`config.mk`:
```
export PLATFORM = sky130hd
export DESIGN_NAME = sort4_serializer
export DESIGN_NICKNAME = d
export VERILOG_FILES = /design/src/rtl/sort4_serializer_pkg.sv /design/src/rtl/sort4_serializer_fifo.sv /design/src/rtl/sort4_serializer.sv
export SDC_FILE = /design/constraint.sdc
export NUM_CORES = 1
export LEC_CHECK = 0
export BUFFER_PORTS_ARGS = -buffer_cell sky130_fd_sc_hd__buf_4
export CAP_MARGIN = 30
export CORE_MARGIN = 4
export CORE_UTILIZATION = 46
export DETAILED_ROUTE_END_ITERATION = 8
export MAX_ROUTING_LAYER = met4
export PLACE_DENSITY = 0.68
export SLEW_MARGIN = 20
export SYNTH_ARGS = -nofsm -noshare
export SYNTH_HDL_FRONTEND = slang
export SYNTH_SLANG_ARGS = --single-unit
```
`constraint.sdc`:
```
create_clock -name clk -period 3.4 [get_ports clk]
set_clock_uncertainty 0.05 [all_clocks]
set_input_delay 0.68 -clock clk [delete_from_list [all_inputs] [get_ports clk]]
set_output_delay 0.68 -clock clk [all_outputs]
set_load 0.01 [all_outputs]
```
`src/rtl/sort4_serializer_pkg.sv`:
```
// Shared sorter definitions: default element widths, frame size and a width helper.
package sort4_serializer_pkg;

    localparam int DEF_DATA_WIDTH  = 8;
    localparam int DEF_LABEL_WIDTH = 1;
    localparam int FRAME_SIZE      = 4;
    localparam int IDX_W           = 2;

    function automatic int clog2(input int value);
        int res;
        res = 0;
        for (int i = 0; i < 31; i++) begin
            if ((1 << i) < value) begin
                res = i + 1;
            end
        end
        return res;
    endfunction

endpackage

```
`src/rtl/sort4_serializer_fifo.sv`:
```
// Register FIFO holding whole sorted frames; storage is intentionally left unreset.
module sort_frame_fifo
    import sort4_serializer_pkg::*;
#(
    parameter int  WIDTH = 36,
    parameter int  DEPTH = 2,
    localparam int PTR_W = clog2(DEPTH),
    localparam int CNT_W = PTR_W + 1
) (
    input  logic             clk,
    input  logic             rst,
    input  logic             push,
    input  logic             pop,
    input  logic [WIDTH-1:0] wdata,
    output logic [WIDTH-1:0] rdata,
    output logic             full,
    output logic             empty,
    output logic [CNT_W-1:0] count
);

    logic [WIDTH-1:0] mem_q [DEPTH];
    logic [PTR_W-1:0] wr_ptr_q, wr_ptr_d;
    logic [PTR_W-1:0] rd_ptr_q, rd_ptr_d;
    logic [CNT_W-1:0] count_q, count_d;

    always_comb begin
        wr_ptr_d = wr_ptr_q;
        rd_ptr_d = rd_ptr_q;
        count_d  = count_q;
        // DEPTH is a power of two, so pointer wrap is plain overflow.
        if (push) wr_ptr_d = wr_ptr_q + PTR_W'(1);
        if (pop)  rd_ptr_d = rd_ptr_q + PTR_W'(1);
        case ({push, pop})
            2'b10:   count_d = count_q + CNT_W'(1);
            2'b01:   count_d = count_q - CNT_W'(1);
            default: count_d = count_q;
        endcase
    end

    always_ff @(posedge clk) begin
        if (!rst) begin
            wr_ptr_q <= '0;
            rd_ptr_q <= '0;
            count_q  <= '0;
        end else begin
            wr_ptr_q <= wr_ptr_d;
            rd_ptr_q <= rd_ptr_d;
            count_q  <= count_d;
        end
    end

    always_ff @(posedge clk) begin
        if (push) mem_q[wr_ptr_q] <= wdata;
    end

    assign rdata = mem_q[rd_ptr_q];
    assign full  = (count_q == CNT_W'(DEPTH));
    assign empty = (count_q == '0);
    assign count = count_q;

endmodule

```
`src/rtl/sort4_serializer.sv`:
```
// Buffers sorted 4-element frames and replays them as a valid/ready element stream.
module sort4_serializer
    import sort4_serializer_pkg::*;
#(
    parameter int  DATA_WIDTH  = DEF_DATA_WIDTH,
    parameter int  LABEL_WIDTH = DEF_LABEL_WIDTH,
    parameter int  FRAME_DEPTH = 2,
    localparam int CNT_W       = clog2(FRAME_DEPTH) + 1
) (
    input  logic                   clk,
    input  logic                   rst,
    input  logic                   in_valid,
    input  logic [DATA_WIDTH-1:0]  in_data_0,
    input  logic [DATA_WIDTH-1:0]  in_data_1,
    input  logic [DATA_WIDTH-1:0]  in_data_2,
    input  logic [DATA_WIDTH-1:0]  in_data_3,
    input  logic [LABEL_WIDTH-1:0] in_label_0,
    input  logic [LABEL_WIDTH-1:0] in_label_1,
    input  logic [LABEL_WIDTH-1:0] in_label_2,
    input  logic [LABEL_WIDTH-1:0] in_label_3,
    output logic                   out_valid,
    input  logic                   out_ready,
    output logic [DATA_WIDTH-1:0]  out_data,
    output logic [LABEL_WIDTH-1:0] out_label,
    output logic [IDX_W-1:0]       out_index,
    output logic                   out_last,
    output logic                   overflow,
    output logic [CNT_W-1:0]       frame_count
);

    localparam int EL_W = DATA_WIDTH + LABEL_WIDTH;

    logic [FRAME_SIZE-1:0][EL_W-1:0] in_frame, head_frame;
    logic [EL_W-1:0]                 head_el;
    logic [IDX_W-1:0]                index_q, index_d;
    logic                            overflow_q, overflow_d;
    logic                            fifo_full, fifo_empty;
    logic                            xfer, last_pop, push;

    assign in_frame[0] = {in_data_0, in_label_0};
    assign in_frame[1] = {in_data_1, in_label_1};
    assign in_frame[2] = {in_data_2, in_label_2};
    assign in_frame[3] = {in_data_3, in_label_3};

    sort_frame_fifo #(
        .WIDTH (FRAME_SIZE * EL_W),
        .DEPTH (FRAME_DEPTH)
    ) u_fifo (
        .clk   (clk),
        .rst   (rst),
        .push  (push),
        .pop   (last_pop),
        .wdata (in_frame),
        .rdata (head_frame),
        .full  (fifo_full),
        .empty (fifo_empty),
        .count (frame_count)
    );

    always_comb begin
        out_valid  = !fifo_empty;
        xfer       = out_valid && out_ready;
        last_pop   = xfer && (index_q == IDX_W'(FRAME_SIZE - 1));
        // A full FIFO still takes a frame if the head frame leaves this cycle.
        push       = in_valid && (!fifo_full || last_pop);
        index_d    = xfer ? index_q + IDX_W'(1) : index_q;
        overflow_d = overflow_q || (in_valid && fifo_full && !last_pop);
    end

    always_ff @(posedge clk) begin
        if (!rst) begin
            index_q    <= '0;
            overflow_q <= 1'b0;
        end else begin
            index_q    <= index_d;
            overflow_q <= overflow_d;
        end
    end

    always_comb begin
        head_el   = head_frame[index_q];
        out_data  = '0;
        out_label = '0;
        if (out_valid) begin
            out_data  = head_el[EL_W-1:LABEL_WIDTH];
            out_label = head_el[LABEL_WIDTH-1:0];
        end
        out_index = index_q;
        out_last  = out_valid && (index_q == IDX_W'(FRAME_SIZE - 1));
        overflow  = overflow_q;
    end

endmodule

```
* After elaboration in Yosys (flattened, before gate mapping)
Memory sizes are Yosys's and may differ from the RTL's. A register that Yosys moved wholly into a read port is not among the register bits.
Cells that the tools add are included.
** Cells by class
- Add/subtract/negate cells :: 5
- Order comparisons :: 1
- Equality and inequality tests :: 4
- Mux-type cells :: 9
- Reductions and logical operators :: 13
** Operators by type and width (number)
- $bmux 9 s2 :: 1
- $mux 9 :: 1
- $mux 8 :: 1
- $eq 2x2->1 const B :: 3
- $logic_and 1x1->1 :: 6
- $mux 1 :: 5
- $add 2x1->2 const B :: 2
- $pmux 2 s2 :: 1
- $logic_not 1->1 :: 3
- $lt 2x3->1 const B :: 1
- $add 1x1->1 const B :: 2
- $eq 2x1->1 const B :: 1
- $logic_not 2->1 :: 1
- $logic_or 1x1->1 :: 2
- $reduce_bool 2->1 :: 1
- $sub 2x1->2 const B :: 1
** Storage, ports and cells
- Flip-flop bits (word level) :: 7
- RAM bits :: 72
- Input port bits :: 40
- Output and inout port bits :: 16
- Word-level logic and storage cells :: 38
- Memories kept :: 1
** Memories
- u_fifo.mem_q :: words 2, width 36, rd ports 1, clocked after Yosys merged registers in 1, wr ports 1, RTL line sort4_serializer_fifo.sv:21 : logic [WIDTH-1:0] mem_q [DEPTH];

* Logic depth before layout (Yosys ltp)
- Depth in word-level cells :: 8
- Gate-level depth with buffers :: 8
- Depth with buffers taken out :: 8

* Modules after synthesis
A second synthesis with hierarchy kept.
** Second synthesis, totals
- Cells, all modules :: 182
- Area total of the unflattened synthesis :: 3238.1 sq um
** By module, submodules not included
- sort_frame_fifo :: instances 1, cells an instance 134, area an instance 2803.9 sq um, sequential area each 2262.2 sq um
- sort4_serializer :: instances 1, cells an instance 48, area an instance 434.2 sq um, sequential area each 60.1 sq um

* Worst setup path before layout
OpenSTA, ideal clock, no wires.
- Path type :: input to register
- From :: input out_ready
- To :: memory u_fifo.mem_q[0][0] (enable)
- Setup time :: 0.431 ns
- Arrival time :: 2.439 ns
- Required time :: 2.919 ns
- Slack :: 0.480 ns
- Cell stages on the path :: 3
- Buffers on the path :: 0
- Path through :: and2_1 > o21ai_1 > nor2_1
** Between the ends
- Cells in the longest elaborated chain, start to end :: 6
** RTL lines
- start: declaration :: RTL line sort4_serializer.sv:22 : input logic out_ready,
- $logic_and 1x1->1 :: RTL line sort4_serializer.sv:62 : xfer = out_valid && out_ready;
- $logic_and 1x1->1 :: RTL line sort4_serializer.sv:63 : last_pop = xfer && (index_q == IDX_W'(FRAME_SIZE - 1));
- $logic_or 1x1->1 :: RTL line sort4_serializer.sv:65 : push = in_valid && (!fifo_full || last_pop);
- $logic_and 1x1->1 :: RTL line sort4_serializer.sv:65
- $mux 1 :: RTL line sort4_serializer_fifo.sv:53 : if (push) mem_q[wr_ptr_q] <= wdata;
- $mux 1 (not written as such) :: RTL line sort4_serializer_fifo.sv:53
- end: declaration :: RTL line sort4_serializer_fifo.sv:21
Every way passes these cells.

* Worst setup path after layout
- From :: register index_q[0], in the netlist out_index[0]
- To :: output out_label
** Between the ends
- Cells in the longest elaborated chain, start to end :: 3
** RTL lines
- start: declaration :: RTL line sort4_serializer.sv:35 : logic [IDX_W-1:0] index_q, index_d;
- start signal: assignment :: RTL line sort4_serializer.sv:75 : index_q <= index_d;
- $bmux 9 s2 :: RTL line sort4_serializer.sv:81 : head_el = head_frame[index_q];
- $mux 9 (not written as such) :: RTL line sort4_serializer.sv:81
- $mux 1 :: RTL line sort4_serializer.sv:84 : if (out_valid) begin
- end: declaration :: RTL line sort4_serializer.sv:24 : output logic [LABEL_WIDTH-1:0] out_label,
Every way passes these cells. The select of a mux whose other input is x is not followed.

==> out/qor.csv <==
stage;metric;value;unit
floorplan;die_w;91.6;µm
detailed_routing;drtIter0Drc;114;
pwr;p_per_area;503;mW/mm²
logic_synthesis;synth_compound_area_share;8.25;%
setup_path;crit_path_end_kind;primary output;
logic_synthesis;synthSimpleGateAreaFrac;9.02;%
floorplan;row_count;30;
logic_synthesis;yosysWarnings;0;
setup_path;cp_data_arrival_time;2.08;ns
logic_synthesis;synth.cell_area;0.00322;mm²
setup_path;slowest_stage;dfxtp_1;
detailed_routing;num_vias;1812;
global_routing;antenna_found_initial;0;
setup_path;crit_buf_inv;1;
placement;dp_cells;342;
logic_synthesis;ys_types;31;
setup_path;slowest_delay;0.67;ns
logic_synthesis;synth_seq_cells;80;
outcome;status;finished clean;
job;maxCapViolations;0;
cts;cts_hold_buf;0;
layout;layout.cells.non_filler;357;
placement;io_buffer_count;55;
cts;cts_buffers;9;
pwr;p_leak;1.35;nW
floorplan;start_util;47.3;%
pwr;worst_ir_drop_vdd;375;µV
setup_path;worstPathCellList;nor2b_1 -> a22o_1 -> nor4_1 -> buf_4;
logic_synthesis;ys_seq_area_share;72.2;%
floorplan;ios;56;
setup_path;critPathLaunchType;flop;
floorplan;core_area;0.00679;mm²
detailed_routing;ant_nets;0;
logic_synthesis;synth.area.top_cells;edfxtp_1 67%, mux2i_1 5.6%, dfxtp_1 5.0%;
cts;h-tree-depth;3;
global_routing;grtUsageTotal;14.9;%
detailed_routing;drt-vias-per-instance;5.08;
cts;tritoncts;built;
layout;regArea;0.00232;mm²
detailed_routing;drc;0;
sta;max_freq;0.356;GHz
detailed_routing;first_pass_iters;4;
global_routing;grt-ovfl-total;0;
cts;cts_sinks;80;
logic_synthesis;yosys.area.top_type;edfxtp_1;
sta;finalMaxSlewViolations;0;
layout;nNetsFinal;299;
floorplan;die_y;91.6;µm
global_routing;grt_pass1_wl;9130;µm
setup_path;cp_max_fo;15;
sta;setup_violations;0;
logic_synthesis;synth_xor_area_share;1.09;%
logic_synthesis;synth_top_area_share;67.2;%
layout;fillCellCount;547;
logic_synthesis;synthAdderAreaFrac;0.778;%
cts;cts-root-buf;clkbuf_8;
sta;tightest_slew;0.693;ns
logic_synthesis;avgSynthCellArea;16.2;µm²
placement;gp_congestion;0.732;
cts;clk_latency;0.34;ns
cts;ctsLongestPathBuffers;2;
detailed_routing;routedWlPerCell;16.0;µm
logic_synthesis;yosys-mux-area-fraction;5.60;%
cts;ctsResizeCount;0;
worst_hold_path;hp-class;flop to flop;
setup_path;worst-setup-path-type;flop to primary output;
logic_synthesis;synth_top_family_by_area;simple AND/OR/NAND/NOR gates;
setup_path;cp_top_family;flip-flops;
layout;multi_input_area;811;µm²
sta;relSlewSlack;53.7;%
layout;areaGrowthSynthToFinish;20.5;%
logic_synthesis;synth_cells;198;
sta;hold_viol;0;
layout;antenna_cells;0;
cts;post-cts-setup-buffer-count;0;
sta;fin_tns_setup;0;ns
layout;final_layout_size_suffix_gt1_share;29.5;%
global_routing;grt_pass1_vias;1800;
cts;clkTransAtPathRegs;0.07;ns
detailed_routing;wl;5710;µm
logic_synthesis;syn_nets;240;
sta;grt_setup_unrepaired;false;
floorplan;dieArea;0.00840;mm²
sta;layout_min_cycle_time;2.81;ns
sta;fin_crit_sh;82.6;%
global_routing;grt_max_degree;55;
setup_path;worstPathRequired;2.67;ns
placement;hpwl;3740;µm
per-layer routing:
layer	part of all wire, %	vias to the layer above	track usage (%)	routed length (µm)
li1	-	890	-	-
met1	43	860	17.1	2440
met2	50	57	24.5	2840
met3	6.5	5	5.99	374
met4	0.93	0	3.77	53
met5	0	-	-	0
flip-flops by register name, indices dropped and copies added, names as in the netlist, named ones only:
| register | count |
|---|---|
| out_index | 2 |
| overflow | 1 |
| u_fifo.rd_ptr_q | 1 |
| u_fifo.mem_q | 72 |
| u_fifo.wr_ptr_q | 1 |
| u_fifo.count | 2 |
cells in the final DEF (no fill, tap or decap):
| cell | count |
|---|---|
| clkinv_2 | 2 |
| a211oi_1 | 9 |
| nand2b_1 | 2 |
| o21ai_1 | 1 |
| dfxtp_2 | 1 |
| buf_4 | 58 |
| mux2i_1 | 18 |
| dfxtp_1 | 7 |
| buf_12 | 1 |
| and4b_1 | 1 |
| nand2_1 | 2 |
| ha_1 | 2 |
| inv_2 | 1 |
| inv_1 | 2 |
| clkinv_1 | 1 |
| a21boi_0 | 2 |
| clkinv_4 | 1 |
| a2111oi_0 | 9 |
| nor4_1 | 9 |
| o21a_1 | 2 |
| o21ai_0 | 1 |
| or3_1 | 1 |
| nor2_2 | 1 |
| nand3_1 | 1 |
| a22o_1 | 9 |
| nor2_4 | 2 |
| xnor2_1 | 4 |
| and2_1 | 8 |
| clkbuf_1 | 2 |
| nand3_2 | 1 |
| nor2b_1 | 19 |
| edfxtp_1 | 72 |
| clkbuf_8 | 9 |
power breakdown:
group,internal (mW),switching [mW],total [mW],leakage [nW]
combinational,0.105,0.117,0.222,0.529
clock,0.258,0.303,0.561,0.0806
sequential,1.14,0.0241,1.17,0.740
total,1.50,0.445,1.95,1.35
cell type report:
type	count	area share [%]
clock buffer	11	3.39
clock inverter	4	0.581
inverter	3	0.291
multi-input combinational	104	20.9
sequential	80	60.0
tap	96	3.10
timing repair buffer	59	11.8
synthesized netlist by cell type (all sizes together):
| library cell | number |
|---|---|
| a2111oi | 9 |
| a211oi | 9 |
| a21boi | 2 |
| a22o | 9 |
| and2 | 8 |
| and4b | 1 |
| buf | 8 |
| clkbuf | 3 |
| dfxtp | 8 |
| edfxtp | 72 |
| ha | 2 |
| inv | 3 |
| mux2i | 18 |
| nand2 | 2 |
| nand2b | 2 |
| nand3 | 2 |
| nor2 | 3 |
| nor2b | 19 |
| nor4 | 9 |
| o21a | 2 |
| o21ai | 2 |
| or3 | 1 |
| xnor2 | 4 |
path summary, 6_finish.rpt:
check,cells past startpoint,to,from,slack (ns)
max reg2reg,5,u_fifo.mem_q[0][10],out_index[0],0.98
min,1,overflow,overflow,0.42
max,4,out_label,out_index[0],0.59
min reg2reg,1,overflow,overflow,0.42
kinds of logic after synthesis:
kind of cell / after synthesis
flip-flops: 80
AND/OR/NAND/NOR: 47
AO/OA/AOI/OAI: 33
multiplexers: 18
buffers and inverters: 14
XOR/XNOR: 4
adder cells (fa/ha/maj): 2
through the flow:
step	setup slack [ns]	power, mW	hold slack, ns	cell area, µm²	utilization (%)
6_report	0.593	1.95	0.418	3870	57.0
3_5_place_dp	0.946	1.42	0.407	3720	54.8
3_3_place_gp	0.975	1.41	0.398	3720	54.8
5_1_grt	0.416	2.05	0.437	3870	57.0
2_1_floorplan	0.480	1.29	0.459	3220	-
4_1_cts	0.559	1.98	0.426	3870	57.0
Power figures use the tool's default switching activity.
